$ cat config.mk
export PLATFORM = sky130hd
export DESIGN_NAME = zrle_nz_split
export DESIGN_NICKNAME = d
export VERILOG_FILES = /design/src/rtl/ebpc_pkg.sv /design/src/rtl/zrle_sym_buf.sv /design/src/rtl/zrle_nz_split.sv
export SDC_FILE = /design/constraint.sdc
export NUM_CORES = 1
export LEC_CHECK = 0
export CORE_ASPECT_RATIO = 1.4
export CORE_MARGIN = 2
export CORE_UTILIZATION = 25
export DETAILED_ROUTE_END_ITERATION = 8
export HOLD_SLACK_MARGIN = 0.15
export PLACE_DENSITY = 0.48
export SLEW_MARGIN = 20
export SYNTH_ARGS = -nofsm -noshare
export SYNTH_HDL_FRONTEND = slang
export SYNTH_HIERARCHICAL = 1
export SYNTH_SLANG_ARGS = --single-unit
export TNS_END_PERCENT = 50
$ cat constraint.sdc
create_clock -name clk_i -period 4.5 [get_ports clk_i]
set_input_delay 0.675 -clock clk_i [delete_from_list [all_inputs] [get_ports clk_i]]
set_output_delay 0.675 -clock clk_i [all_outputs]
set_load 0.01 [all_outputs]
$ cat src/rtl/ebpc_pkg.sv
// ============================================================================
// Module  : ebpc_pkg
// Purpose : Shared widths, FSM state type and ZRLE symbol type for the EBPC
//           encoder front end.
// Revision: 1.0 - initial release
// ============================================================================
`default_nettype none

package ebpc_pkg;

  localparam int DATA_W    = 8;
  localparam int MAX_ZRL_W = 4;
  localparam int SYM_LEN_W = $clog2(MAX_ZRL_W + 2);

  typedef enum logic [1:0] {
    RUN       = 2'd0,
    FLUSH_RUN = 2'd1,
    FLUSH_OUT = 2'd2,
    IDLE      = 2'd3
  } zrle_state_e;

  // Right-aligned symbol bits plus the number of valid bits in it.
  typedef struct packed {
    logic [MAX_ZRL_W:0]   sym;
    logic [SYM_LEN_W-1:0] len;
  } zrle_sym_t;

  // Symbol for a single nonzero word: one '1' bit.
  function automatic zrle_sym_t zrle_nz_sym();
    zrle_sym_t s;
    s.sym = (MAX_ZRL_W + 1)'(1);
    s.len = SYM_LEN_W'(1);
    return s;
  endfunction

  // Symbol for a zero run; the field carries (run length - 1).
  function automatic zrle_sym_t zrle_run_sym(input logic [MAX_ZRL_W-1:0] len_m1);
    zrle_sym_t s;
    s.sym = {1'b0, len_m1};
    s.len = SYM_LEN_W'(MAX_ZRL_W + 1);
    return s;
  endfunction

endpackage

`default_nettype wire

$ cat src/rtl/zrle_sym_buf.sv
// ============================================================================
// Module  : zrle_sym_buf
// Purpose : Two-entry FIFO of ZRLE symbols with an ordered dual-push port
//           (push_a is written ahead of push_b) and same-cycle push/pop.
// Revision: 1.0 - initial release
// ============================================================================
`default_nettype none

module zrle_sym_buf
  import ebpc_pkg::*;
(
  input  logic       clk_i,
  input  logic       rst_i,
  input  logic       push_a_i,
  input  zrle_sym_t  sym_a_i,
  input  logic       push_b_i,
  input  zrle_sym_t  sym_b_i,
  input  logic       pop_i,
  output zrle_sym_t  head_o,
  output logic [1:0] cnt_o
);

  zrle_sym_t  slot [2];
  zrle_sym_t  slot_nxt [2];
  logic [1:0] cnt;
  logic [1:0] cnt_nxt;

  // Next contents: retire the head first, then append pushes in order.
  always_comb begin
    slot_nxt[0] = slot[0];
    slot_nxt[1] = slot[1];
    cnt_nxt     = cnt;
    if (pop_i && (cnt != 2'd0)) begin
      slot_nxt[0] = slot[1];
      cnt_nxt     = cnt - 2'd1;
    end
    if (push_a_i && (cnt_nxt != 2'd2)) begin
      if (cnt_nxt == 2'd0) slot_nxt[0] = sym_a_i;
      else                 slot_nxt[1] = sym_a_i;
      cnt_nxt = cnt_nxt + 2'd1;
    end
    if (push_b_i && (cnt_nxt != 2'd2)) begin
      if (cnt_nxt == 2'd0) slot_nxt[0] = sym_b_i;
      else                 slot_nxt[1] = sym_b_i;
      cnt_nxt = cnt_nxt + 2'd1;
    end
  end

  // Storage and occupancy registers.
  always_ff @(posedge clk_i) begin
    if (rst_i) begin
      slot[0] <= '0;
      slot[1] <= '0;
      cnt     <= 2'd0;
    end else begin
      slot[0] <= slot_nxt[0];
      slot[1] <= slot_nxt[1];
      cnt     <= cnt_nxt;
    end
  end

  assign head_o = slot[0];
  assign cnt_o  = cnt;

endmodule

`default_nettype wire

$ cat src/rtl/zrle_nz_split.sv
// ============================================================================
// Module  : zrle_nz_split
// Purpose : EBPC front stage. Routes nonzero words to the bit-plane encoder
//           and emits a zero/nonzero run-length symbol stream for the ZRLE
//           packer, then forwards end-of-stream flush to both consumers.
// Revision: 1.0 - initial release
// ============================================================================
`default_nettype none

module zrle_nz_split #(
  parameter int DATA_W = ebpc_pkg::DATA_W,
  parameter int ZRL_W  = ebpc_pkg::MAX_ZRL_W
) (
  input  logic                         clk_i,
  input  logic                         rst_i,
  input  logic [DATA_W-1:0]            data_i,
  input  logic                         flush_i,
  input  logic                         vld_i,
  output logic                         rdy_o,
  output logic [DATA_W-1:0]            nz_data_o,
  output logic                         nz_flush_o,
  output logic                         nz_vld_o,
  input  logic                         nz_rdy_i,
  output logic [ZRL_W:0]               sym_o,
  output logic [$clog2(ZRL_W+2)-1:0]   sym_len_o,
  output logic                         sym_flush_o,
  output logic                         sym_vld_o,
  input  logic                         sym_rdy_i,
  output logic                         idle_o
);

  import ebpc_pkg::*;

  localparam logic [1:0]       S_RUN       = RUN;
  localparam logic [1:0]       S_FLUSH_RUN = FLUSH_RUN;
  localparam logic [1:0]       S_FLUSH_OUT = FLUSH_OUT;
  localparam logic [1:0]       S_IDLE      = IDLE;
  localparam logic [ZRL_W-1:0] RUN_MAX     = '1;

  logic [1:0]        state;
  logic [1:0]        state_nxt;
  logic [ZRL_W-1:0]  run_cnt;
  logic [ZRL_W-1:0]  run_nxt;
  logic [DATA_W-1:0] nz_data;
  logic              nz_vld;
  logic              nz_done;
  logic              sym_done;

  logic              push_a;
  logic              push_b;
  zrle_sym_t         sym_a;
  zrle_sym_t         sym_b;
  zrle_sym_t         head;
  logic [1:0]        buf_cnt;
  logic              buf_empty;
  logic              pop;

  logic              nz_room;
  logic              sym_room2;
  logic              slot_free;
  logic              accept;
  logic              in_zero;
  logic              nz_fl_fire;
  logic              sym_fl_fire;
  logic              nz_fl_ok;
  logic              sym_fl_ok;

  zrle_sym_buf u_sym_buf (
    .clk_i    (clk_i),
    .rst_i    (rst_i),
    .push_a_i (push_a),
    .sym_a_i  (sym_a),
    .push_b_i (push_b),
    .sym_b_i  (sym_b),
    .pop_i    (pop),
    .head_o   (head),
    .cnt_o    (buf_cnt)
  );

  assign buf_empty = (buf_cnt == 2'd0);
  assign pop       = !buf_empty && sym_rdy_i;

  // Room checks count a same-cycle drain as free space so a steady stream
  // can be accepted every cycle with ready consumers.
  assign nz_room   = !nz_vld || nz_rdy_i;
  assign sym_room2 = buf_empty || ((buf_cnt == 2'd1) && sym_rdy_i);
  assign slot_free = (buf_cnt != 2'd2) || sym_rdy_i;

  assign rdy_o   = !rst_i && (state == S_RUN) && nz_room && sym_room2;
  assign accept  = vld_i && rdy_o;
  assign in_zero = (data_i == '0);

  // Each flush waits for its own data path to drain, then holds until taken.
  assign nz_flush_o  = (state == S_FLUSH_OUT) && !nz_vld && !nz_done;
  assign sym_flush_o = (state == S_FLUSH_OUT) && buf_empty && !sym_done;
  assign nz_fl_fire  = nz_flush_o && nz_rdy_i;
  assign sym_fl_fire = sym_flush_o && sym_rdy_i;
  assign nz_fl_ok    = nz_done || nz_fl_fire;
  assign sym_fl_ok   = sym_done || sym_fl_fire;

  // Symbol generation, run counting and FSM sequencing.
  always_comb begin
    push_a    = 1'b0;
    push_b    = 1'b0;
    sym_a     = zrle_nz_sym();
    sym_b     = zrle_nz_sym();
    run_nxt   = run_cnt;
    state_nxt = state;
    case (state)
      S_RUN: begin
        if (accept) begin
          if (in_zero) begin
            if (run_cnt == RUN_MAX) begin
              // Run hit the longest encodable length: emit and restart.
              push_a  = 1'b1;
              sym_a   = zrle_run_sym(run_cnt);
              run_nxt = '0;
            end else begin
              run_nxt = run_cnt + 1'b1;
            end
          end else begin
            push_a  = 1'b1;
            run_nxt = '0;
            if (run_cnt != '0) begin
              // Pending run goes out ahead of the nonzero marker.
              sym_a  = zrle_run_sym(run_cnt - 1'b1);
              push_b = 1'b1;
            end
          end
          if (flush_i) state_nxt = S_FLUSH_RUN;
        end
      end
      S_FLUSH_RUN: begin
        if (run_cnt == '0) begin
          state_nxt = S_FLUSH_OUT;
        end else if (slot_free) begin
          push_a    = 1'b1;
          sym_a     = zrle_run_sym(run_cnt - 1'b1);
          run_nxt   = '0;
          state_nxt = S_FLUSH_OUT;
        end
      end
      S_FLUSH_OUT: begin
        if (nz_fl_ok && sym_fl_ok) state_nxt = S_IDLE;
      end
      S_IDLE: begin
        state_nxt = S_RUN;
      end
      default: begin
        state_nxt = S_RUN;
      end
    endcase
  end

  // State, run counter and per-consumer flush completion flags.
  always_ff @(posedge clk_i) begin
    if (rst_i) begin
      state    <= S_RUN;
      run_cnt  <= '0;
      nz_done  <= 1'b0;
      sym_done <= 1'b0;
    end else begin
      state   <= state_nxt;
      run_cnt <= run_nxt;
      if (state == S_FLUSH_OUT) begin
        if (nz_fl_fire)  nz_done  <= 1'b1;
        if (sym_fl_fire) sym_done <= 1'b1;
      end else begin
        nz_done  <= 1'b0;
        sym_done <= 1'b0;
      end
    end
  end

  // Nonzero word output register.
  always_ff @(posedge clk_i) begin
    if (rst_i) begin
      nz_data <= '0;
      nz_vld  <= 1'b0;
    end else if (accept && !in_zero) begin
      nz_data <= data_i;
      nz_vld  <= 1'b1;
    end else if (nz_vld && nz_rdy_i) begin
      nz_vld  <= 1'b0;
    end
  end

  assign nz_data_o = nz_data;
  assign nz_vld_o  = nz_vld;
  assign sym_o     = head.sym;
  assign sym_len_o = head.len;
  assign sym_vld_o = !buf_empty;
  assign idle_o    = rst_i ||
                     ((state == S_IDLE) && (run_cnt == '0) && !nz_vld && buf_empty);

endmodule

`default_nettype wire

* Word-level counts from Yosys, hierarchy flattened
Memory sizes are Yosys's and may differ from the RTL's.
Cells that the tools add are included.
** Operators by class
- $lt $le $gt $ge :: 0
- Bitwise logic cells :: 3
- Multiply operators :: 0
- $add $sub $neg :: 5
- Shifts and indexed selects :: 0
- Eq/ne operators :: 14
- Div/mod/pow operators :: 0
- Mux-type cells :: 46
- Reduce and logical (&&, ||, !) cells :: 46
** Operators by type and width (count)
- $mux 8 :: 9
- $mux 16 :: 2
- $mux 7 :: 4
- $logic_and 1x1->1 :: 21
- $mux 4 :: 5
- $mux 2 :: 8
- $pmux 8 s2 :: 1
- $mux 1 :: 14
- $ne 2x2->1 const B :: 7
- $logic_not 2->1 :: 4
- $logic_not 8->1 :: 1
- $pmux 2 s4 :: 1
- $pmux 4 s2 :: 1
- $reduce_and 4->1 :: 2
- $logic_not 1->1 :: 6
- $logic_or 1x1->1 :: 6
- $reduce_bool 2->1 :: 3
- $add 2x1->2 const B :: 2
- $add 4x1->4 const B :: 1
- $eq 2x1->1 const B :: 2
- $eq 2x2->1 const B :: 2
- $eq 4x4->1 const B :: 1
- $logic_not 4->1 :: 1
- $reduce_bool 4->1 :: 1
- other kinds (8) :: 9
** Storage, ports and cells
- Bits in read-only memories :: 0
- Bits of input ports :: 14
- Bits in registers :: 19
- Bits in latches :: 0
- RAM bits :: 16
- Memories kept :: 1
- Word-level logic and storage cells :: 122
- Output and inout bits :: 22
** Memory list
- u_sym_buf.slot :: words 2, bits a word 8, read ports 2, clocked after memory_dff 0, wr ports 2, RTL line zrle_sym_buf.sv:23 : zrle_sym_t slot [2];

* Depth between registers and ports, before layout
- Depth in word-level cells :: 13
- Depth in mapped cells :: 19
- Gate-level depth less buffers :: 13

* Hierarchy
The synthesis kept the hierarchy.
** By module, submodules not included
- zrle_sym_buf :: seq. area each 360.3 µm², instances 1, cells each 143, area each 1214.9 µm²
- zrle_nz_split :: seq. area each 340.3 µm², instances 1, cells each 154, area each 1182.4 µm²

* Worst setup path before layout
No wires, ideal clock.
- Kind :: in2reg
- Start point :: input port data_i[3]
- End point :: memory u_sym_buf/slot[0][9] in the netlist's numbering
- Arrival time :: 3.768 ns
- Buffers on the path :: 7
- Required time :: 4.409 ns
- Path slack :: 0.641 ns
- Stages :: 19
- Library setup time :: 0.091 ns
- Cells stage by stage :: or4_1 -> buf_2 -> nor2_1 -> clkbuf_2 -> and2_1 -> o21ai_0 -> nand2b_1 -> clkbuf_1 -> clkbuf_1 -> nor2_1 -> xor2_1 -> ha_1 -> nor2b_1 -> buf_2 -> nand2b_1 -> clkbuf_1 -> buf_2 -> nor2_1 -> a311oi_1
** RTL lines
- from (decl) :: RTL line zrle_nz_split.sv:16 : input logic [DATA_W-1:0] data_i,
- to (decl) :: RTL line zrle_sym_buf.sv:23

==> impl_metrics.toml <==
[timing]
slew_viol_final = 0
layout_worst_path_cycle_share = 0.814
fin_crit_ns = 3.66
fmax_mhz = 273
slew_headroom = 0.498
finalSetupViolations = 0
tns_ns = 0
rsz0062_at_grt = "no"
hold_viol_final = 0
finClkSkew_ns = 0.00603
max_slew.worst_pin.slew_ns = 0.752

[global_route]
overflow = 0
grt_use_total = 0.130
grt_max_degree = 41
grt_pass1_vias = 2244
grt_pass1_wl_um = 10800
antenna_found_initial = 0

[setup_path]
arrival_ns = 3.85
rr_startpoint = "u_sym_buf/cnt_o[0]"
worst_ep_required_time_ns = 4.69
reg2reg_depth = 14
startpoint_type = "input pin"
reg2reg_to = "u_sym_buf/slot[0][9]"
worstPathMaxFanout = 16
crit_path_end_kind = "flop"
path_class = "input pin to flop"
reg2reg_slack_ns = 0.95

[clock_network]
cts_resized = 0
cts_max_level = 2
cts_hold_buf = 0
clock_latency_ns = 0.28
cts_root_buf = "clkbuf_16"
cts_buffer_depth = 2
cts_made_buffers = 5
cts_setup_buffers = 0
path_clk_slew_ns = 0.06
cts_tree = "built"
cts.sinks = 35

[finish]
fin_nets = 363
areaGrowthSynthToFinish_pct = 26.3
final_layout_size_suffix_gt1_frac = 0.0767
instances_no_fill = 449
antenna_cells = 0
fillers = 991

[pwr]
p_switching_w = 0.000627
ir_drop_mv = 0.221
p_int_w = 0.000960
power.leakage_nw = 1.09
pwr-share-comb = 0.480
cellPowerDensity_nw_per_um2 = 524
switching_share = 0.395
clock_power_share = 0.254
pwr-share-seq = 0.267

[synth]
synth.most_common_cell = "dfxtp_1"
synth_enable_flop_cells = 0
synth.avg_cell_area_sq_um = 8.07
synthesis.area_sq_um = 2400
synth_top_cell_by_area = "dfxtp_1"
synth-adder-area-share = 0.0574
synth.mux.area_fraction = 0.0517
synthTopCellsByArea = "dfxtp_1 29%, o21ai_0 6.3%, ha_1 5.7%"
async_reset_ff_frac = 0
synth_top_family_by_area = "compound AO/OA/AOI/OAI gates"
synth_cell_types = 60
synth_xor_area_frac = 0.0297
synth.yosys.seq_area_share = 0.292
synth-warning-count = 6
synth-simple-area-share = 0.227
ys_seq_elements = 35
synth_top_cell_area_share = 0.292
synth_flop_cell = "dfxtp_1"
synth_compound_area_frac = 0.258
yosys-top-cells-count = "35 x dfxtp_1, 30 x o21ai_0, 24 x nor2_1"
syn-instance-count = 297

[floorplan]
core-area_sq_um = 9410
start_util = 0.255
placement_rows = 42
die_area_sq_um = 10400
die_y_um = 120
die_w_um = 86.8
ios = 36

[hold_path]
min_to = "nz_data_o[3]"
worstHoldPathType = "flop to flop"
min_path_cells = 2
hold_start = "nz_data_o[3]"

[placement]
place_inst = 441
finalWeightedCongestion = 0.844
dpl.hpwl_um = 4830
port_buffers = 35

[detailed_routing]
drt.antenna.violating_nets = 0
viasPerCell = 4.99
wire_per_inst_um = 14.6
vias = 2242
drc = 0
drt-total-wl_um = 6540
dr.pass1.iters = 5
first_iter_violations = 63

[run_status]
outcome = "finished, final reports clean"

[run]
cap_violations = 0
[layout make-up]
type	count	area (sq um)	area share
well taps	110	138	0.0455
multi-input cells	243	1580	0.521
flip-flops and latches	35	701	0.231
inverters	11	41.3	0.0136
repair buffers	42	403	0.133
clock buffers	5	125	0.0413
clock inverters	3	43.8	0.0145
[kinds of logic after synthesis]
family / count (synthesis)
and+or+nand+nor: 101
AOI/OAI and AO/OA: 92
buffers and inverters: 39
DFF: 35
adders and majority gates: 11
muxes: 11
xor gates and xnor gates: 6
other: 2
[per-stage QoR]
step	setup WS [ns]	utilization	area, sq um	hold WS (ns)	power [W]
floorplan	0.641	-	2470	0.465	0.000969
global placement	0.673	0.304	2860	0.470	0.00120
detailed placement	0.522	0.304	2860	0.468	0.00119
CTS	0.811	0.322	3030	0.478	0.00161
global route	0.518	0.322	3030	0.502	0.00170
finish	0.839	0.322	3030	0.477	0.00159
[power by group through the flow]
stage          Clock, W  Combinational (W)  Sequential, W
5_1_grt        0.000424           0.000846       0.000433
2_1_floorplan         0           0.000552       0.000417
3_5_place_dp          0           0.000763       0.000431
4_1_cts        0.000413           0.000767       0.000425
6_report       0.000403           0.000761       0.000423
3_3_place_gp          0           0.000768       0.000430
[layout by cell type (no fill, tap or decap), drive strengths merged, types with 3 or more instances in the layout]
cell type / n
nand2: 20
clkbuf: 5
o22ai: 3
nor2: 25
xnor2: 5
ha: 11
nor2b: 7
a211oi: 4
inv: 11
clkdlybuf4s50: 35
nand2b: 10
dfxtp: 35
buf: 7
a311oi: 8
a21oi: 20
nor3: 6
o221ai: 8
o21ai: 31
conb: 22
mux2i: 10
nor3b: 6
nand3: 11
[how the worst max path moves through the flow]
stage | start | endpoint | depth (start not counted)
2_1_floorplan | data_i[3] | u_sym_buf/slot[0][9] | 19
3_3_place_gp | sym_rdy_i | u_sym_buf/slot[0][9] | 14
3_5_place_dp | sym_rdy_i | u_sym_buf/slot[0][9] | 14
4_1_cts | sym_rdy_i | u_sym_buf/slot[0][9] | 14
5_1_grt | sym_rdy_i | u_sym_buf/slot[0][12] | 14
6_report | sym_rdy_i | u_sym_buf/slot[0][9] | 14
[per-layer routing]
layer / vias to the layer above / GRT usage / part of all wire
met5: - / 0 / 0
li1: 1137 / - / -
met3: 14 / 0.0248 / 0.038
met4: 0 / 0.0645 / 0.033
met1: 1028 / 0.153 / 0.43
met2: 63 / 0.223 / 0.50
[flip-flops by register name, indices dropped and copies added (netlist names)]
signal and flops:
nz_data_o 8, nz_done 1, nz_vld_o 1, run_cnt 4, state 2, sym_done 1, u_sym_buf/cnt_o 2, u_sym_buf/slot 16
[worst max-delay path: stages]
cell             delay [ns]
clkdlybuf4s50_1        0.55
nor2b_1                0.26
nand2b_1               0.24
a21o_1                 0.26
ha_1                   0.19
nand2b_1               0.19
nor2_1                 0.13
xor2_1                 0.21
ha_1                   0.19
nor2b_1                0.05
buf_4                  0.16
nand2b_1               0.41
nor2_1                 0.08
a311oi_1               0.25
Power figures use the tool's default switching activity.
